==> config.mk <==
export PLATFORM = sky130hd
export DESIGN_NAME = four_operand_sequencer_flat
export DESIGN_NICKNAME = d
export VERILOG_FILES = /design/src/rtl/four_operand_sequencer_pkg.sv /design/src/rtl/four_operand_sequencer_if.sv /design/src/rtl/four_operand_sequencer_operand_bank.sv /design/src/rtl/four_operand_sequencer.sv /design/src/flat_wrapper.sv
export SDC_FILE = /design/constraint.sdc
export NUM_CORES = 1
export LEC_CHECK = 0
export CORE_ASPECT_RATIO = 1.5
export CORE_MARGIN = 2
export CORE_UTILIZATION = 49
export DETAILED_ROUTE_END_ITERATION = 10
export GPL_ROUTABILITY_DRIVEN = 0
export PLACE_DENSITY = 0.95
export SLEW_MARGIN = 20
export SYNTH_ARGS = -nofsm -noshare
export SYNTH_HDL_FRONTEND = slang
export SYNTH_SLANG_ARGS = --single-unit
==> constraint.sdc <==
create_clock -name clk -period 10.79 [get_ports clk]
set_clock_uncertainty 0.2 [all_clocks]
set_input_delay 1.079 -clock clk [delete_from_list [all_inputs] [get_ports clk]]
set_output_delay 1.079 -clock clk [all_outputs]
set_load 0.02 [all_outputs]
==> src/rtl/four_operand_sequencer_pkg.sv <==
// Shared types and constants for the four-operand adder datapath.
package four_adder_pkg;
  localparam int N_OPS = 4;
  localparam int IDX_W = 2;

  typedef enum logic [1:0] {
    COLLECT = 2'd0,
    ISSUE   = 2'd1,
    WAIT    = 2'd2,
    HOLD    = 2'd3
  } seq_state_t;
endpackage

==> src/rtl/four_operand_sequencer_if.sv <==
// Operand stream, adder issue/result and result stream bundle.
interface four_operand_sequencer_if #(
  parameter int _W  = 32,
  parameter int _CW = 16
);
  logic           in_vld;
  logic           in_rdy;
  logic [_W-1:0]  in_data;
  logic           flush;
  logic           add_en;
  logic [_W-1:0]  add_a0;
  logic [_W-1:0]  add_a1;
  logic [_W-1:0]  add_a2;
  logic [_W-1:0]  add_a3;
  logic [_W-1:0]  add_b;
  logic           add_of;
  logic           add_vld;
  logic           out_vld;
  logic           out_rdy;
  logic [_W-1:0]  out_sum;
  logic           out_of;
  logic [_CW-1:0] grp_cnt;
  logic           err;

  // Sequencer side.
  modport master (
    input  in_vld, in_data, flush, add_b, add_of, add_vld, out_rdy,
    output in_rdy, add_en, add_a0, add_a1, add_a2, add_a3,
           out_vld, out_sum, out_of, grp_cnt, err
  );

  // Source / adder / sink side.
  modport slave (
    output in_vld, in_data, flush, add_b, add_of, add_vld, out_rdy,
    input  in_rdy, add_en, add_a0, add_a1, add_a2, add_a3,
           out_vld, out_sum, out_of, grp_cnt, err
  );
endinterface

==> src/rtl/four_operand_sequencer_operand_bank.sv <==
// Four-entry operand register file, one slot written per accepted word.
module operand_bank
  import four_adder_pkg::*;
#(
  parameter int _W = 32
) (
  input  logic                        clk,
  input  logic                        rst,
  input  logic                        we_i,
  input  logic [IDX_W-1:0]            idx_i,
  input  logic [_W-1:0]               wdata_i,
  output logic [N_OPS-1:0][_W-1:0]    rdata_o
);
  logic [N_OPS-1:0][_W-1:0] regs_q;

  for (genvar i = 0; i < N_OPS; i++) begin : g_slot
    // Slot i captures the incoming word when it is the addressed slot.
    always_ff @(posedge clk or posedge rst) begin
      if (rst)                                 regs_q[i] <= '0;
      else if (we_i && (idx_i == IDX_W'(i)))   regs_q[i] <= wdata_i;
    end
  end

  assign rdata_o = regs_q;
endmodule

==> src/rtl/four_operand_sequencer.sv <==
// Packs a serial operand stream into groups of four, issues each group to the
// four-input adder and returns the captured sum/overflow over a handshake.
module four_operand_sequencer
  import four_adder_pkg::*;
#(
  parameter int _W  = 32,
  parameter int _CW = 16
) (
  input logic                      clk,
  input logic                      rst,
  four_operand_sequencer_if.master bus
);
  seq_state_t               state_q, state_d;
  logic [IDX_W-1:0]         idx_q, idx_d;
  logic                     out_vld_q, out_vld_d;
  logic [_W-1:0]            out_sum_q, out_sum_d;
  logic                     out_of_q, out_of_d;
  logic [_CW-1:0]           grp_cnt_q, grp_cnt_d;
  logic                     err_q, err_d;
  logic                     rdy, accept;
  logic [N_OPS-1:0][_W-1:0] ops;

  // Words are refused during reset and in the flush cycle.
  assign rdy    = (state_q == COLLECT) && !bus.flush && !rst;
  assign accept = bus.in_vld && rdy;

  operand_bank #(._W(_W)) u_bank (
    .clk     (clk),
    .rst     (rst),
    .we_i    (accept),
    .idx_i   (idx_q),
    .wdata_i (bus.in_data),
    .rdata_o (ops)
  );

  // State and output registers.
  always_ff @(posedge clk or posedge rst) begin
    if (rst) begin
      state_q   <= COLLECT;
      idx_q     <= '0;
      out_vld_q <= 1'b0;
      out_sum_q <= '0;
      out_of_q  <= 1'b0;
      grp_cnt_q <= '0;
      err_q     <= 1'b0;
    end else begin
      state_q   <= state_d;
      idx_q     <= idx_d;
      out_vld_q <= out_vld_d;
      out_sum_q <= out_sum_d;
      out_of_q  <= out_of_d;
      grp_cnt_q <= grp_cnt_d;
      err_q     <= err_d;
    end
  end

  // Next-state: collect four words, issue, wait for sum, hold until taken.
  always_comb begin
    state_d   = state_q;
    idx_d     = idx_q;
    out_vld_d = out_vld_q;
    out_sum_d = out_sum_q;
    out_of_d  = out_of_q;
    grp_cnt_d = grp_cnt_q;
    // A result pulse outside WAIT has no group to belong to.
    err_d     = err_q | (bus.add_vld && (state_q != WAIT));
    unique case (state_q)
      COLLECT: begin
        if (bus.flush) begin
          idx_d = '0;
        end else if (accept) begin
          idx_d = idx_q + IDX_W'(1);  // wraps to 0 after the last slot
          if (idx_q == IDX_W'(N_OPS - 1)) state_d = ISSUE;
        end
      end
      ISSUE: state_d = WAIT;
      WAIT: begin
        if (bus.add_vld) begin
          out_sum_d = bus.add_b;
          out_of_d  = bus.add_of;
          out_vld_d = 1'b1;
          state_d   = HOLD;
        end
      end
      HOLD: begin
        if (out_vld_q && bus.out_rdy) begin
          out_vld_d = 1'b0;
          grp_cnt_d = grp_cnt_q + _CW'(1);
          state_d   = COLLECT;
        end
      end
      default: state_d = COLLECT;
    endcase
  end

  assign bus.in_rdy  = rdy;
  assign bus.add_en  = (state_q == ISSUE);
  assign bus.add_a0  = ops[0];
  assign bus.add_a1  = ops[1];
  assign bus.add_a2  = ops[2];
  assign bus.add_a3  = ops[3];
  assign bus.out_vld = out_vld_q;
  assign bus.out_sum = out_sum_q;
  assign bus.out_of  = out_of_q;
  assign bus.grp_cnt = grp_cnt_q;
  assign bus.err     = err_q;
endmodule

==> src/flat_wrapper.sv <==
// flat-port wrapper written by rule: the top's interface ports become plain ports
module four_operand_sequencer_flat import four_adder_pkg::*;
#(
  parameter int _W  = 32,
  parameter int _CW = 16
)
  (clk, rst, bus_in_vld, bus_in_data, bus_flush, bus_add_b, bus_add_of, bus_add_vld, bus_out_rdy, bus_in_rdy, bus_add_en, bus_add_a0, bus_add_a1, bus_add_a2, bus_add_a3, bus_out_vld, bus_out_sum, bus_out_of, bus_grp_cnt, bus_err);
  four_operand_sequencer_if #(._W(_W), ._CW(_CW)) bus_i ();
  input logic clk;
  input logic rst;
  input wire logic [$bits(bus_i.in_vld)-1:0] bus_in_vld;
  input wire logic [$bits(bus_i.in_data)-1:0] bus_in_data;
  input wire logic [$bits(bus_i.flush)-1:0] bus_flush;
  input wire logic [$bits(bus_i.add_b)-1:0] bus_add_b;
  input wire logic [$bits(bus_i.add_of)-1:0] bus_add_of;
  input wire logic [$bits(bus_i.add_vld)-1:0] bus_add_vld;
  input wire logic [$bits(bus_i.out_rdy)-1:0] bus_out_rdy;
  output wire logic [$bits(bus_i.in_rdy)-1:0] bus_in_rdy;
  output wire logic [$bits(bus_i.add_en)-1:0] bus_add_en;
  output wire logic [$bits(bus_i.add_a0)-1:0] bus_add_a0;
  output wire logic [$bits(bus_i.add_a1)-1:0] bus_add_a1;
  output wire logic [$bits(bus_i.add_a2)-1:0] bus_add_a2;
  output wire logic [$bits(bus_i.add_a3)-1:0] bus_add_a3;
  output wire logic [$bits(bus_i.out_vld)-1:0] bus_out_vld;
  output wire logic [$bits(bus_i.out_sum)-1:0] bus_out_sum;
  output wire logic [$bits(bus_i.out_of)-1:0] bus_out_of;
  output wire logic [$bits(bus_i.grp_cnt)-1:0] bus_grp_cnt;
  output wire logic [$bits(bus_i.err)-1:0] bus_err;
  assign bus_i.in_vld = bus_in_vld;
  assign bus_i.in_data = bus_in_data;
  assign bus_i.flush = bus_flush;
  assign bus_i.add_b = bus_add_b;
  assign bus_i.add_of = bus_add_of;
  assign bus_i.add_vld = bus_add_vld;
  assign bus_i.out_rdy = bus_out_rdy;
  assign bus_in_rdy = bus_i.in_rdy;
  assign bus_add_en = bus_i.add_en;
  assign bus_add_a0 = bus_i.add_a0;
  assign bus_add_a1 = bus_i.add_a1;
  assign bus_add_a2 = bus_i.add_a2;
  assign bus_add_a3 = bus_i.add_a3;
  assign bus_out_vld = bus_i.out_vld;
  assign bus_out_sum = bus_i.out_sum;
  assign bus_out_of = bus_i.out_of;
  assign bus_grp_cnt = bus_i.grp_cnt;
  assign bus_err = bus_i.err;
  four_operand_sequencer #(._W(_W), ._CW(_CW)) u_core (.clk(clk), .rst(rst), .bus(bus_i));
endmodule
# Word-level counts from Yosys, hierarchy flattened
# Index checks and enable logic that the tools add are counted.
dict set report totals {
  input_bits 71
  wordCells 57
  reg_bits 183
}
dict set report classes {
  reduce_logical 20
  addsub 2
  n_mux 11
  eq_ne 12
  bitwise 1
}
# op n
set ops {}
lappend ops {{$add 16x1->16 const B} 1}
lappend ops {{$mux 2} 7}
lappend ops {{$ne 2x2->1 const B} 5}
lappend ops {{$logic_and 1x1->1} 9}
lappend ops {{$eq 2x2->1 const B} 4}
lappend ops {{$pmux 2 s4} 1}
lappend ops {{$reduce_and 2->1} 3}
lappend ops {{$reduce_and 5->1} 1}
lappend ops {{$eq 2x1->1 const B} 2}
lappend ops {{$logic_not 2->1} 2}
lappend ops {{$reduce_bool 2->1} 2}
lappend ops {{$reduce_and 3->1} 1}
lappend ops {{$add 2x1->2 const B} 1}
lappend ops {{$logic_not 1->1} 2}
lappend ops {{$mux 1} 2}
lappend ops {{$ne 2x1->1 const B} 1}
lappend ops {{$pmux 1 s2} 1}
lappend ops {{$or 1x1->1} 1}

# Depth between registers and ports, before layout
# Gate-level depths: netlist (run 1).
dict set report logic_depth {
  depth_word 7
  ltp_mapped 7
  mapped_depth_nobuf 6
}

# Modules after synthesis
# From an unflattened synthesis (run 1), not the netlist that was laid out.
dict set report hier_totals {
  hier_cells 437
  hier_area_um2 7065.5
}
# mod area_each_um2 cells_each instances seq_area_each_um2
set modules_own_cells {}
lappend modules_own_cells {operand_bank 4748.3 273 1 3203.1}
lappend modules_own_cells {four_operand_sequencer 2317.2 164 1 1376.3}

# Worst setup path before layout (run 1)
# Ideal clock, no wire load.
dict set report synth_timing {
  kind {in2out}
  startpoint {input port bus_flush}
  endpoint {output port bus_in_rdy}
  cell_stages 2
  required_time_ns 9.511
  arrival_time_ns 1.521
  setup_slack_ns 7.990
  path_cell_list {nand2b_4 nor2_1}
}
dict set report synth_via {
  elab_chain_cells 3
}
# element line
set synth_lines {}
lappend synth_lines {{start: declaration} flat_wrapper.sv:13} ;# input wire logic [$bits(bus_i.flush)-1:0] bus_flush;
lappend synth_lines {{$logic_not 1->1} four_operand_sequencer.sv:24} ;# assign rdy = (state_q == COLLECT) && !bus.flush && !rst;
lappend synth_lines {{$logic_and 1x1->1 (2 in series)} four_operand_sequencer.sv:24}
lappend synth_lines {{end: declaration} flat_wrapper.sv:18} ;# output wire logic [$bits(bus_i.in_rdy)-1:0] bus_in_rdy;
# Every way passes these cells.

# Final worst setup path (run 1)
# Ends and elaborated chain as after synthesis.

==> reports/results.txt, run 1 <==
Num rows -> 54
Antenna violations before repair -> 0
Residual DRC -> 0
Fin. Hold Viols -> 0
Slowest stage cell, crit path -> clkdlybuf4s50_1
Period minus WS final -> 3.73 ns
CTS resizes -> 0
Die X -> 103 um
DP HPWL -> 13.1 mm
Diode count -> 0
Die height -> 153 um
Flops & latches, synth -> 183
Detail Route Antenna Nets -> 0
Port Buffers -> 251
# Post-CTS Setup Buffers -> 0
Net Sw Power -> 0.945 mW
GRT Util Overall -> 0.241
Setup Viol. Count Final -> 0
Fillers -> 946
Via-per-instance ratio -> 5.13
CP endpoint kind -> primary output
Slew Viols, Final -> 0
Cells after Synth -> 441
Max incr delay on CP -> 0.62 ns
Pin count of the biggest net entering global routing -> 110
GR Overflow Total -> 0
Share of cells above drive strength 1 -> 0.293
Clock transition at the registers of the reported paths -> 0.07 ns
Clock share of power -> 0.223
RSZ-0062 raised after global routing -> no
Critical-path cell list -> clkdlybuf4s50_1, nand2b_4, nor2_1, clkdlybuf4s50_1
Power Density -> 269 nW/um2
Setup crit start kind -> primary input
Register area share after synthesis -> 0.635
Hold crit path type -> flop to flop
I/O pin count -> 252
R2R setup slack -> 8.55 ns
Switching share of power -> 0.337
CTS Sinks -> 183
Worst skew pair latency -> 0.41 ns
Status -> completed
Most frequent cells in the layout -> 251 x clkdlybuf4s50_1, 183 x dfrtp_1, 158 x mux2_2
Area Overhead vs Synth -> 44.6%
Syn Area/Cell -> 16.4 um2
Crit path max-delay family -> buffers and inverters
Combinational power share -> 0.403
Min-delay src -> u_core.bus.err
Final setup TNS -> 0 ns
Fin area -> 10400 um2
Slew HR -> 0.366
Crit path max fanout -> 3
Final net count -> 779
Worst setup path start -> bus_flush
Internal power -> 1.86 mW
CP dominant cell by count -> clkdlybuf4s50_1
Drt total wl -> 18.2 mm
Worst Max-Slew Pin Slew -> 0.950 ns
CP bufs+invs -> 2
Die area -> 15700 um2
Most common cell after layout, fill and taps aside -> clkdlybuf4s50_1
Sequential Power Share -> 0.374
Max-Cap Viols -> 0
Leak -> 4.82 nW
Per-cell routed wire length -> 20.1 um
Reg2reg start -> u_core.state_q[1]
DRT Pass-1 Iters -> 4
Global-route wire length before repair -> 28.2 mm
Placed Area -> 9840 um2
Number of global-route vias before repair -> 5266
Clk buf depth -> 2
Fmax -> 268 MHz
DR vias -> 4651
Mapped Nets -> 522
H-tree levels -> 4
1st-iter DRT viols -> 147
Worst setup path category -> primary input to primary output
Ys Warns -> 0
Initial Util -> 0.499
Worst EP arrival -> 2.45 ns
Peak VDD IR -> 154 uV
Period utilization -> 0.346
Core area -> 14500 um2
Yosys cell types -> 29
Cell Area, Synth -> 7220 um2
TritonCTS buffer count -> 17
CTS tree -> yes
Clock root buffer master -> clkbuf_16
Post-CTS Hold Fix Bufs -> 0
Required @ worst endpoint -> 9.51 ns
flip-flops by register name (all words and copies together) (netlist names):
| signal | cells |
|---|---|
| u_core.bus.err | 1 |
| u_core.bus.grp_cnt | 16 |
| u_core.bus.out_of | 1 |
| u_core.bus.out_sum | 32 |
| u_core.bus.out_vld | 1 |
| u_core.idx_q | 2 |
| u_core.state_q | 2 |
| u_core.u_bank.rdata_o | 128 |
Yosys cell counts:
library cell / count / area share
a21oi_1: 1 / 0.00069
a22o_1: 3 / 0.0036
and2_1: 1 / 0.00087
and3_2: 1 / 0.0010
buf_2: 3 / 0.0021
buf_6: 12 / 0.019
dfrtp_1: 183 / 0.63
ha_1: 10 / 0.017
inv_1: 7 / 0.0036
mux2_2: 158 / 0.25
mux2_4: 6 / 0.012
nand2_1: 10 / 0.0052
nand2_4: 4 / 0.0062
nand2b_1: 2 / 0.0017
nand2b_4: 2 / 0.0038
nand3_1: 4 / 0.0028
nand3b_1: 1 / 0.0010
nand4_1: 5 / 0.0043
nand4_4: 1 / 0.0029
nand4bb_1: 1 / 0.0016
nor2_1: 5 / 0.0026
nor2_8: 1 / 0.0028
nor3_1: 1 / 0.00069
nor3_2: 1 / 0.0014
o21ai_0: 1 / 0.00069
o21bai_1: 1 / 0.0010
o32a_1: 1 / 0.0014
xnor2_1: 12 / 0.015
xor2_1: 3 / 0.0036
layout make-up:
cell class                 instances  area [um2]  share of cell area
timing repair buffer             253        2530               0.242
sequential                       183        4580               0.439
clock buffer                      18         429              0.0411
clock inverter                    14         165              0.0158
multi-input combinational        236        2460               0.236
tap                              196         245              0.0235
inverter                           7        31.3             0.00300
worst paths after layout:
kind / to / cells past startpoint
min in group asynchronous: u_core.bus.out_sum[6] / 2
max: bus_in_rdy / 4
min: u_core.bus.err / 1
max in group asynchronous: u_core.u_bank.rdata_o[108] / 3
max reg2reg: u_core.u_bank.rdata_o[45] / 6
min reg2reg: u_core.bus.err / 1
per-stage QoR:
step           total power, mW  std cells   util  hold slack [ns]  setup slack (ns)
3_3_place_gp              2.14        875  0.681            0.262              7.10
2_1_floorplan             1.61        441      -            0.316              4.54
6_report                  2.81        907  0.722            0.296              7.06
5_1_grt                   2.93        907  0.722            0.310              7.03
3_5_place_dp              2.20        875  0.681            0.278              7.07
4_1_cts                   2.83        907  0.722            0.298              7.05
power by group through the flow:
stage,Clock [mW],Combinational [mW],Sequential [mW]
final,0.626,1.13,1.05
after detailed placement,0,1.14,1.06
after global placement,0,1.10,1.04
after global routing,0.670,1.19,1.07
after floorplan,0,0.300,1.31
after CTS,0.641,1.15,1.05
cells by family after synthesis:
group | after synthesis | synth area share
adders and majority gates | 10 | 0.0173
AOI/OAI and AO/OA | 7 | 0.00745
xor gates and xnor gates | 15 | 0.0182
muxes | 164 | 0.259
DFF | 183 | 0.635
buffers and inverters | 22 | 0.0244
and+or+nand+nor | 40 | 0.0390
layer usage:
layer	global-route usage	vias to the layer above	wire [um]
met3	0.0651	53	947
met5	0	-	0
met4	0.122	0	856
met1	0.238	2369	5900
met2	0.442	174	10500
li1	-	2055	-
worst reg2reg max path: stages, from the launching register on:
cell and delay [ns]:
dfrtp_1 0.42, inv_1 0.13, ha_1 0.28, nand2b_4 0.10, nor2_8 0.21, nand2_4 0.35
mux2_2 0.43
No activity file was read; power rests on OpenSTA's default activity.
==> run 2, diff against run 1 <==
Settings changed: CORE_UTILIZATION 49 to 41, PLACE_DENSITY 0.95 to 0.87.
Clock period 10.79 ns to 3.3 ns, I/O delays scaled along.
==> run 2 against run 1 <==
  * Routed wire length down 5.3%
  * Worst setup slack worse by 6.3 ns
  * Sequential power rose to 3.3 times the previous value
  * Critical path type is now flop to primary output
  * Combinational power rose to 3.2 times the previous value
  * Clock power rose to 3.2 times the previous value
  * Die area up 19%
  * First-iteration DRC count up 14%
==> reports/results.txt, run 2 (synthesis results as in run 1) <==
Status -> completed (unchanged)
Required @ worst endpoint -> 2.77 ns (was 9.51 ns)
Largest register FFs -> 128 (unchanged)
Core area -> 17300 um2 (was 14500 um2)
Period utilization -> 0.777
Hold crit path type -> flop to flop (unchanged)
Multi-input logic area -> 2460 um2 (unchanged)
# Post-CTS Setup Buffers -> 0 (unchanged)
DRT Pass-1 Iters -> 4 (unchanged)
Share of cells above drive strength 1 -> 0.291 (was 0.293)
GR Layer Usage met2 -> 0.358 (was 0.442)
Drt total wl -> 17.2 mm (was 18.2 mm)
Max incr delay on CP -> 0.61 ns (was 0.62 ns)
Die X -> 112 um (was 103 um)
CTS Sinks -> 183 (unchanged)
Final net count -> 780 (was 779)
Critical-path cell list -> inv_1, ha_1, nand2b_4, nor2_1, clkdlybuf4s50_1 (was clkdlybuf4s50_1, nand2b_4, nor2_1, clkdlybuf4s50_1)
Die height -> 166 um (was 153 um)
Clock transition at the registers of the reported paths -> 0.07 ns (about the same)
Worst hold margin -> 0.288 ns (was 0.296 ns)
Slew HR -> 0.604 (was 0.366)
Worst Max-Slew Pin Slew -> 0.593 ns (was 0.950 ns)
1st-iter DRT viols -> 167 (was 147)
Global-route wire length before repair -> 27.9 mm (was 28.2 mm)
Port Buffers -> 251 (unchanged)
CTS resizes -> 0 (unchanged)
Initial Util -> 0.418 (was 0.499)
Fillers -> 1318 (was 946)
Max-Cap Viols -> 0 (unchanged)
Most common cell after layout, fill and taps aside -> clkdlybuf4s50_1 (unchanged)
Slowest stage cell, crit path -> clkdlybuf4s50_1 (unchanged)
GR Overflow Total -> 0 (unchanged)
Most frequent cells in the layout -> 251 x clkdlybuf4s50_1, 183 x dfrtp_1, 158 x mux2_2 (unchanged)
Placed Cells -> 893 (was 875)
CP bufs+invs -> 2 (unchanged)
Setup Viol. Count Final -> 0 (unchanged)
Worst skew pair latency -> 0.41 ns (about the same)
Global route hottest layer -> met2 (unchanged)
Per-cell routed wire length -> 18.6 um (was 20.1 um)
R2R setup slack -> 0.99 ns (was 8.55 ns)
Overall Power -> 9.08 mW (was 2.81 mW)
DR vias -> 4629 (was 4651)
Setup crit start kind -> flop (was primary input)
Number of global-route vias before repair -> 5323 (was 5266)
Antenna violations before repair -> 1 (was 0)
Crit path max-delay family -> buffers and inverters (unchanged)
Die area -> 18700 um2 (was 15700 um2)
CP endpoint kind -> primary output (unchanged)
GRT Util Overall -> 0.190 (was 0.241)
Met1 usage -> 0.184 (was 0.238)
Fin area -> 10500 um2 (was 10400 um2)
Post-CTS Hold Fix Bufs -> 0 (unchanged)
CTS tree -> yes (unchanged)
Residual DRC -> 0 (unchanged)
Worst slack, placed -> 0.934 ns (was 7.07 ns)
Leak -> 4.82 nW (about the same)
Fin util -> 0.606 (was 0.722)
Power Density -> 867 nW/um2 (was 269 nW/um2)
Peak VDD IR -> 573 uV (was 154 uV)
Final cell count without fillers -> 926 (was 907)
Pin count of the biggest net entering global routing -> 103 (was 110)
Period minus WS final -> 2.57 ns
Crit path max fanout -> 4 (was 3)
Fmax -> 390 MHz
Fin. Hold Viols -> 0 (unchanged)
GR Layer Usage met3 -> 0.0535 (was 0.0651)
Placed Area -> 9900 um2 (was 9840 um2)
TritonCTS buffer count -> 17 (unchanged)
Detail Route Antenna Nets -> 0 (unchanged)
DP HPWL -> 12.7 mm (was 13.1 mm)
Clk buf depth -> 2 (unchanged)
H-tree levels -> 4 (unchanged)
RSZ-0062 raised after global routing -> no (unchanged)
PnR worst setup slack -> 0.734 ns (was 7.06 ns)
Worst setup path category -> flop to primary output (was primary input to primary output)
Worst EP arrival -> 2.04 ns (was 2.45 ns)
Num rows -> 59 (was 54)
Final setup TNS -> 0 ns (unchanged)
Area Overhead vs Synth -> 45.1% (was 44.6%)
Via-per-instance ratio -> 5.00 (was 5.13)
Total area of sequential cells -> 4580 um2 (unchanged)
I/O pin count -> 252 (unchanged)
Clock root buffer master -> clkbuf_16 (unchanged)
Slew Viols, Final -> 0 (unchanged)
[run 2: cell types whose count changed in the layout (fill, tap and decap cells not counted), sizes merged]
| cell | previous run | this run |
|---|---|---|
| buf | 2 | 3 |
| clkbuf | 18 | 20 |
| clkinv | 3 | 4 |
| inv | 14 | 11 |
| diode | 0 | 1 |
[run 2: final timing paths]
kind,start,endpoint,depth (start not counted)
max in group asynchronous,rst,u_core.u_bank.rdata_o[94],3
setup / recovery,u_core.state_q[0],bus_in_rdy,5
hold / removal,u_core.bus.err,u_core.bus.err,1
hold reg to reg,u_core.bus.err,u_core.bus.err,1
setup reg to reg,u_core.state_q[0],u_core.bus.out_sum[12],5
min in group asynchronous,rst,u_core.bus.grp_cnt[1],3
[run 2: routing by layer]
metal	share of wire	vias up
met3	0.052	44
met4	0.040	0
met1	0.33	2363
li1	-	2056
met2	0.58	166
met5	0	-
[run 2: cell type report]
cell class | instances | area share
Sequential cell | 183 | 0.437
Timing Repair Buffer | 254 | 0.244
Multi-Input combinational cell | 236 | 0.235
Clock buffer | 20 | 0.0417
Tap cell | 213 | 0.0254
Clock inverter | 12 | 0.0133
Inverter | 7 | 0.00287
Antenna cell | 1 | 0.000239
[run 2: power by group]
group | switching [mW] | leakage [nW] | total [mW] | internal (mW)
clock network | 0.851 | 0.280 | 1.98 | 1.13
registers | 0.446 | 2.38 | 3.43 | 2.98
logic | 1.71 | 2.16 | 3.67 | 1.96
total | 3.01 | 4.82 | 9.08 | 6.07
